$ cat src/rtl/oddr_serializer_if.sv
// Parallel word handshake into the DDR output serializer.
// Lane l occupies in_data[l*RATIO +: RATIO].
interface oddr_serializer_if #(
  parameter int WIDTH = 1,
  parameter int RATIO = 4
);
  logic [WIDTH*RATIO-1:0] in_data;
  logic                   in_valid;
  logic                   in_ready;

  modport master (
    output in_data,
    output in_valid,
    input  in_ready
  );

  modport slave (
    input  in_data,
    input  in_valid,
    output in_ready
  );
endinterface

$ cat src/rtl/oddr_serializer.sv
// Multi-lane DDR serializer: RATIO-bit words become D1/D2 pairs per cycle.
// Optional ODDR_SERIALIZER_TRAINING_EN adds a train port (1/0 idle pattern).
module oddr_serializer #(
  parameter int WIDTH     = 1,
  parameter int RATIO     = 4,
  parameter int MSB_FIRST = 0,
  parameter bit IDLE      = 1'b0
) (
  input  logic             C,
  input  logic             R,
  input  logic             CE,
`ifdef ODDR_SERIALIZER_TRAINING_EN
  input  logic             train,
`endif
  oddr_serializer_if.slave up,
  output logic [WIDTH-1:0] D1,
  output logic [WIDTH-1:0] D2,
  output logic             busy,
  output logic             underrun
);

  localparam int PAIRS = RATIO / 2;
  localparam int NB    = WIDTH * RATIO;
  localparam int CW    = (PAIRS > 1) ? $clog2(PAIRS) : 1;
  localparam logic [CW-1:0] LAST = CW'(PAIRS - 1);

  typedef logic [NB-1:0]    word_t;
  typedef logic [WIDTH-1:0] lane_t;

  // sel=0 picks the rising-phase bit of pair k, sel=1 the falling one
  function automatic lane_t pick(input word_t w, input int k,
                                 input bit sel);
    lane_t o;
    int    p;
    o = '0;
    for (int l = 0; l < WIDTH; l++) begin
      if (MSB_FIRST != 0)
        p = RATIO - 1 - 2 * k - int'(sel);
      else
        p = 2 * k + int'(sel);
      o[l] = w[l*RATIO+p];
    end
    return o;
  endfunction

  logic          active;
  logic [CW-1:0] cnt;
  word_t         sh;
  word_t         hold;
  logic          hold_full;
  logic          last;
  logic          gate;
  logic          ready;
  logic          accept;
  lane_t         idle1;
  lane_t         idle2;

`ifdef ODDR_SERIALIZER_TRAINING_EN
  assign idle1 = train ? '1 : {WIDTH{IDLE}};
  assign idle2 = train ? '0 : {WIDTH{IDLE}};
  assign gate  = !train;
`else
  assign idle1 = {WIDTH{IDLE}};
  assign idle2 = {WIDTH{IDLE}};
  assign gate  = 1'b1;
`endif

  assign last   = (cnt == LAST);
  assign ready  = CE & !R & gate
                & (!hold_full | (active & last));
  assign accept = up.in_valid & ready;

  assign up.in_ready = ready;
  assign busy        = active | hold_full;

  always_ff @(posedge C) begin
    if (R) begin
      active    <= 1'b0;
      cnt       <= '0;
      sh        <= '0;
      hold      <= '0;
      hold_full <= 1'b0;
      D1        <= {WIDTH{IDLE}};
      D2        <= {WIDTH{IDLE}};
      underrun  <= 1'b0;
    end else if (CE) begin
      underrun <= 1'b0;
      if (!active) begin
        if (accept) begin
          sh     <= up.in_data;
          active <= 1'b1;
          cnt    <= '0;
          D1     <= pick(up.in_data, 0, 1'b0);
          D2     <= pick(up.in_data, 0, 1'b1);
        end else begin
          D1 <= idle1;
          D2 <= idle2;
        end
      end else if (!last) begin
        cnt <= cnt + 1'b1;
        D1  <= pick(sh, int'(cnt) + 1, 1'b0);
        D2  <= pick(sh, int'(cnt) + 1, 1'b1);
        if (accept) begin
          hold      <= up.in_data;
          hold_full <= 1'b1;
        end
      end else if (hold_full) begin
        sh        <= hold;
        cnt       <= '0;
        D1        <= pick(hold, 0, 1'b0);
        D2        <= pick(hold, 0, 1'b1);
        hold_full <= accept;
        if (accept)
          hold <= up.in_data;
      end else if (accept) begin
        // no gap: next word goes straight into the shifter
        sh  <= up.in_data;
        cnt <= '0;
        D1  <= pick(up.in_data, 0, 1'b0);
        D2  <= pick(up.in_data, 0, 1'b1);
      end else begin
        active   <= 1'b0;
        D1       <= idle1;
        D2       <= idle2;
        underrun <= 1'b1;
      end
    end else begin
      underrun <= 1'b0;
    end
  end

endmodule

$ cat src/flat_wrapper.sv
// flat-port wrapper written by rule: the top's interface ports become plain ports
module oddr_serializer_flat 
#(
  parameter int WIDTH     = 1,
  parameter int RATIO     = 4,
  parameter int MSB_FIRST = 0,
  parameter bit IDLE      = 1'b0
)
  (C, R, CE, D1, D2, busy, underrun, up_in_data, up_in_valid, up_in_ready);
  oddr_serializer_if #(.WIDTH(WIDTH), .RATIO(RATIO)) up_i ();
  input  logic C;
  input  logic R;
  input  logic CE;
  output logic [WIDTH-1:0] D1;
  output logic [WIDTH-1:0] D2;
  output logic busy;
  output logic underrun;
  input wire logic [$bits(up_i.in_data)-1:0] up_in_data;
  input wire logic [$bits(up_i.in_valid)-1:0] up_in_valid;
  output wire logic [$bits(up_i.in_ready)-1:0] up_in_ready;
  assign up_i.in_data = up_in_data;
  assign up_i.in_valid = up_in_valid;
  assign up_in_ready = up_i.in_ready;
  oddr_serializer #(.WIDTH(WIDTH), .RATIO(RATIO), .MSB_FIRST(MSB_FIRST), .IDLE(IDLE)) u_core (.C(C), .R(R), .CE(CE), .up(up_i), .D1(D1), .D2(D2), .busy(busy), .underrun(underrun));
endmodule
$ cat config.mk
export PLATFORM = sky130hd
export DESIGN_NAME = oddr_serializer_flat
export DESIGN_NICKNAME = d
export VERILOG_FILES = /design/src/rtl/oddr_serializer_if.sv /design/src/rtl/oddr_serializer.sv /design/src/flat_wrapper.sv
export SDC_FILE = /design/constraint.sdc
export NUM_CORES = 1
export LEC_CHECK = 0
export CORE_MARGIN = 3
export CORE_UTILIZATION = 49
export CTS_BUF_LIST = sky130_fd_sc_hd__clkbuf_2
export CTS_CLUSTER_DIAMETER = 30
export DETAILED_ROUTE_END_ITERATION = 12
export GPL_TIMING_DRIVEN = 0
export PLACE_DENSITY = 0.75
export SETUP_SLACK_MARGIN = 0.2
export SLEW_MARGIN = 0
export SYNTH_ARGS = -nofsm -noshare
export SYNTH_HDL_FRONTEND = slang
export SYNTH_SLANG_ARGS = --single-unit
$ cat constraint.sdc
create_clock -name C -period 1.95 [get_ports C]
set_input_delay 0.2925 -clock C [delete_from_list [all_inputs] [get_ports C]]
set_output_delay 0.2925 -clock C [all_outputs]
set_load 0.02 [all_outputs]
Yosys cells after proc, flatten, opt, wreduce, memory -nomap -nowiden --
Index checks and enable logic that the tools add are counted. Widths: inputs -> output; s select.
Storage, ports and cells: memories 0, memory bits (read-only) 0, memory bits (writable) 0, bits in latches 0, logic and storage cells 128, register bits 14
Cells by class: order comparisons 8, divide/modulo/power cells 0, equal/unequal tests 2, bitwise gates (word level) 9, $mul 0, multiplexer cells 89, shift-type cells 0, reduce and logical (&&, ||, !) cells 9, $add $sub $neg 3
Operators by type and width (number):
- $mux 32 | 36
- $lt 32x4->1 const B | 8
- $mux 1 | 38
- $add 32x2->32 const B | 1
- $mux 4 | 7
- $bmux 1 s2 | 8
- $reduce_and 3->1 | 2
- $and 1x1->1 | 4
- $ne 2x2->1 const B | 2
- $reduce_and 2->1 | 2
- $reduce_bool 2->1 | 2
- $reduce_or 4->1 | 1
- $not 1->1 | 3
- $add 1x1->2 const B | 1
- $logic_not 1->1 | 2
- $or 1x1->1 | 2
- $add 1x1->1 const B | 1

Longest topological paths before layout --
depth in word-level cells 17, gate-level depth with buffers 5

Least setup slack after synthesis --
OpenSTA, ideal clock, no wires.
path type register -> register, start point register u_core.cnt, end point register u_core.hold[0], clock period less this slack 1340 ps, slack 610 ps, stages on the path, launching flop included 6, arrival 1210 ps, path buffers 1, setup time 130 ps, path through dfxtp_1 buf_2 xor2_1 nor3b_2 mux2i_1 nor2_1
Between the ends: word-level cells in the longest chain between the ends 7
RTL lines:
- from (decl) | RTL line oddr_serializer.sv:47 | logic [CW-1:0] cnt;
- from (signal assigned) | RTL line oddr_serializer.sv:100 | cnt <= cnt + 1'b1;
- $and 1x1->1 | RTL line oddr_serializer.sv:70 | & (!hold_full | (active & last));
- $or 1x1->1 | RTL line oddr_serializer.sv:70
- $and 1x1->1 | RTL line oddr_serializer.sv:70
- $and 1x1->1 | RTL line oddr_serializer.sv:71 | assign accept = up.in_valid & ready;
- $mux 4 (2 in series)
- $mux 4 | RTL line oddr_serializer.sv:99 | end else if (!last) begin
- to (signal assigned) | RTL line oddr_serializer.sv:104 | hold <= up.in_data;
- to (signal assigned) | RTL line oddr_serializer.sv:114 | hold <= up.in_data;
- to (decl) | RTL line oddr_serializer.sv:49 | word_t hold;
Parallel ways exist; a longest one is shown, timed or not. The select of a mux whose other input is x is not followed. A chain may end at the register's enable or synchronous reset.

Worst setup path after layout --
start point input port CE, end point output port up_in_ready
Between the ends: word-level cells in the longest chain between the ends 2
RTL lines:
- from (decl) | RTL line flat_wrapper.sv:13 | input logic CE;
- $and 1x1->1 | RTL line oddr_serializer.sv:69 | assign ready = CE & !R & gate
- $and 1x1->1 | RTL line oddr_serializer.sv:70
- to (decl) | RTL line flat_wrapper.sv:20 | output wire logic [$bits(up_i.in_ready)-1:0] up_in_ready;
Every way passes these cells.

==> impl_metrics.ini <==
[status]
run_status = completed

[yosys]
mappedNetlistArea_um2 = 679
post_synth.cell_area_avg_um2 = 8.39
synth_top_area_frac = 0.354
post_synth_main_area_contributors = sky130_fd_sc_hd__dfxtp_1 (35%), sky130_fd_sc_hd__nor2_1 (6.6%), sky130_fd_sc_hd__mux2i_1 (5.9%)
cell_type_contributing_the_most_total_cell_area_after_synthesis = sky130_fd_sc_hd__dfxtp_1
syn_inst = 81
synth_nets = 89
postSynthRegisterBits = 12
synth-main-ff-cell = sky130_fd_sc_hd__dfxtp_1
synth_async_sr_flop_share = 0
synth_edf_count = 0
synth.yosys.seq_area_share = 0.354
number_of_warning_messages_in_the_yosys_log = 0
synth_cell_type_count = 31
post_synth_most_frequent_cells = sky130_fd_sc_hd__dfxtp_1 (12), sky130_fd_sc_hd__nor2_1 (12), sky130_fd_sc_hd__nand2_1 (6)

[floorplan]
die_area_um2 = 1870
floorplan.io_pins = 13
initial_core_utilization = 0.566
die-height_um = 43.2
core_um2 = 1200
core_rows = 12
die-width_um = 43.2

[routing]
drt_via_density = 5.51
1st_pass_router_iterations = 4
drt_antenna_net_count = 0
routed_wirelength_um = 1630
detail_route.iter0.violations = 9
post_route_drc_violation_count = 0
route.vias.total = 628
routed_wire_length_per_instance_um = 14.3

[timing]
final_hold_violation_count = 0
setup-violations-final = 0
maxClockFrequency_ghz = 0.581
final_setup_tns_ns = 0
slew_headroom = 0.655
finalWorstPathRequiredPeriod_ns = 1.72
report.final.slew_viol_count = 0
worst_pin_slew_ns = 0.518
worst_slack_ns = 0.230
post-route-period-util = 0.882
finClkSkew_ns = 0.0126
grt_setup_unrepaired = true
final.hold.worst_slack_ns = 0.212

[worst_setup_path]
critPathCaptureType = primary output
setup.worst_path.start_class = input port
worstPathArrival_ns = 1.43
crit_path_required_time_ns = 1.66
critical_path_peak_fanout = 7
crit_type = in2out

[finish]
area.growth.synth_to_final_pct = 29.8
finish.net_count = 109
drive_above_1_share = 0.260
fillers = 97
insertedDiodeCount = 0

[clock_network]
cts_root_buffer = sky130_fd_sc_hd__clkbuf_2
clock-sinks = 12
clock_tree.htree_level_count = 1
clock_latency_ns = 0.28
cts_inserted_buffers = 3
cts_tree = built
clock_transition_at_the_registers_of_the_reported_paths_ns = 0.13
clk_path_buf_depth = 2

[place]
dp_hpwl_um = 1110
portBuffers = 11
dp_worst_setup_slack_ns = -0.362
finalWeightedCongestion = 0.811

[global_route]
grt_util_met1 = 0.240
most_used_routing_layer_in_global_routing = met2
via_count_of_the_first_global_routing_pass = 619
antenna_violations_before_repair = 0
grt_first_pass_wirelength_um = 2680
groute.layer.met2.usage = 0.304
grtUsageTotal = 0.189
grt_use_met3 = 0.0297
grt_max_degree = 11
grt_remaining_overflow = 0

[pwr]
ir_worst_vdd_mv = 0.417
p_leak_nw = 0.329
power_per_cell_area_nw_per_um2 = 596

[hold_path]
min_path_type = in2reg

[job]
drv_cap = 0
per-layer routing:
metal	vias to the layer above	wire [um]
met4	0	31
met3	5	69
met5	-	0
li1	320	-
met1	291	746
met2	12	779
registers in the layout (all words and copies together), names as in the netlist:
register,count
u_core.hold,4
u_core.sh,2
u_core.D1,1
u_core.D2,1
u_core.active,1
u_core.cnt,1
u_core.hold_full,1
u_core.underrun,1
repair_timing:
action,4_1_cts,5_1_grt
pin swaps,0,0
hold buffers,0,0
gates resized for setup,10,7
endpoints found under the setup margin,2,6
setup buffers,1,3
report_power, final:
group / leakage (nW) / switching, mW / internal, mW
sequential: 0.0982 / 0.00793 / 0.255
clock: 0.0140 / 0.0896 / 0.0445
combinational: 0.217 / 0.0660 / 0.0624
cells in the final DEF (no fill, tap or decap), types with 2 or more instances in the layout:
cell	n
sky130_fd_sc_hd__clkdlybuf4s50_1	9
sky130_fd_sc_hd__a31oi_1	2
sky130_fd_sc_hd__buf_6	2
sky130_fd_sc_hd__nand3_1	2
sky130_fd_sc_hd__buf_4	7
sky130_fd_sc_hd__clkbuf_2	3
sky130_fd_sc_hd__a211oi_2	2
sky130_fd_sc_hd__a2111oi_0	2
sky130_fd_sc_hd__dfxtp_1	10
sky130_fd_sc_hd__inv_2	2
sky130_fd_sc_hd__mux2i_1	4
sky130_fd_sc_hd__or2_2	2
sky130_fd_sc_hd__dfxtp_2	2
sky130_fd_sc_hd__nor2_1	12
sky130_fd_sc_hd__nor2b_1	4
sky130_fd_sc_hd__nand2_1	6
sky130_fd_sc_hd__o21ai_1	3
sky130_fd_sc_hd__a21oi_1	3
sky130_fd_sc_hd__o21ai_0	3
sky130_fd_sc_hd__or3_1	2
final timing paths:
kind              slack (ns)        from             end  cells past startpoint
setup reg to reg        0.49  u_core.cnt  u_core.hold[0]                      6
hold reg to reg         0.51   u_core.D2       u_core.D2                      2
hold / removal          0.21           R       u_core.D2                      2
setup / recovery        0.23          CE     up_in_ready                      6
worst max-delay path: stages:
cell                              delay (ns)
sky130_fd_sc_hd__clkdlybuf4s50_1        0.50
sky130_fd_sc_hd__buf_6                  0.14
sky130_fd_sc_hd__inv_2                  0.06
sky130_fd_sc_hd__a21oi_2                0.15
sky130_fd_sc_hd__nor2b_4                0.16
sky130_fd_sc_hd__buf_4                  0.14
area by class of cell:
class                           count  area (um^2)  area share
Timing Repair Buffer               15          138       0.156
Clock buffer                        3         15.0      0.0170
Clock inverter                      1         3.75     0.00426
Multi-Input combinational cell     60          408       0.462
Tap cell                           14         17.5      0.0199
Inverter                            3         11.3      0.0128
Buffer                              6         46.3      0.0525
Sequential cell                    12          243       0.275
through the flow:
step           area [um^2]  power, mW  instances   util
6_report               882      0.525        114  0.734
5_1_grt                882      0.547        114  0.734
4_1_cts                842      0.511        111  0.701
3_5_place_dp           807      0.382        106  0.672
3_3_place_gp           807      0.380        106  0.672
2_1_floorplan          679      0.342         81      -
cells by family (layout without fill, tap and decap cells):
| group | count (synthesis) | after routing | share of synthesized area |
|---|---|---|---|
| buffers and inverters | 9 | 28 | 0.0718 |
| and+or+nand+nor | 34 | 34 | 0.262 |
| DFF | 12 | 12 | 0.354 |
| AOI/OAI and AO/OA | 21 | 21 | 0.241 |
| xor gates and xnor gates | 1 | 1 | 0.0129 |
| muxes | 4 | 4 | 0.0589 |
No activity file was read; power rests on OpenSTA's default activity.
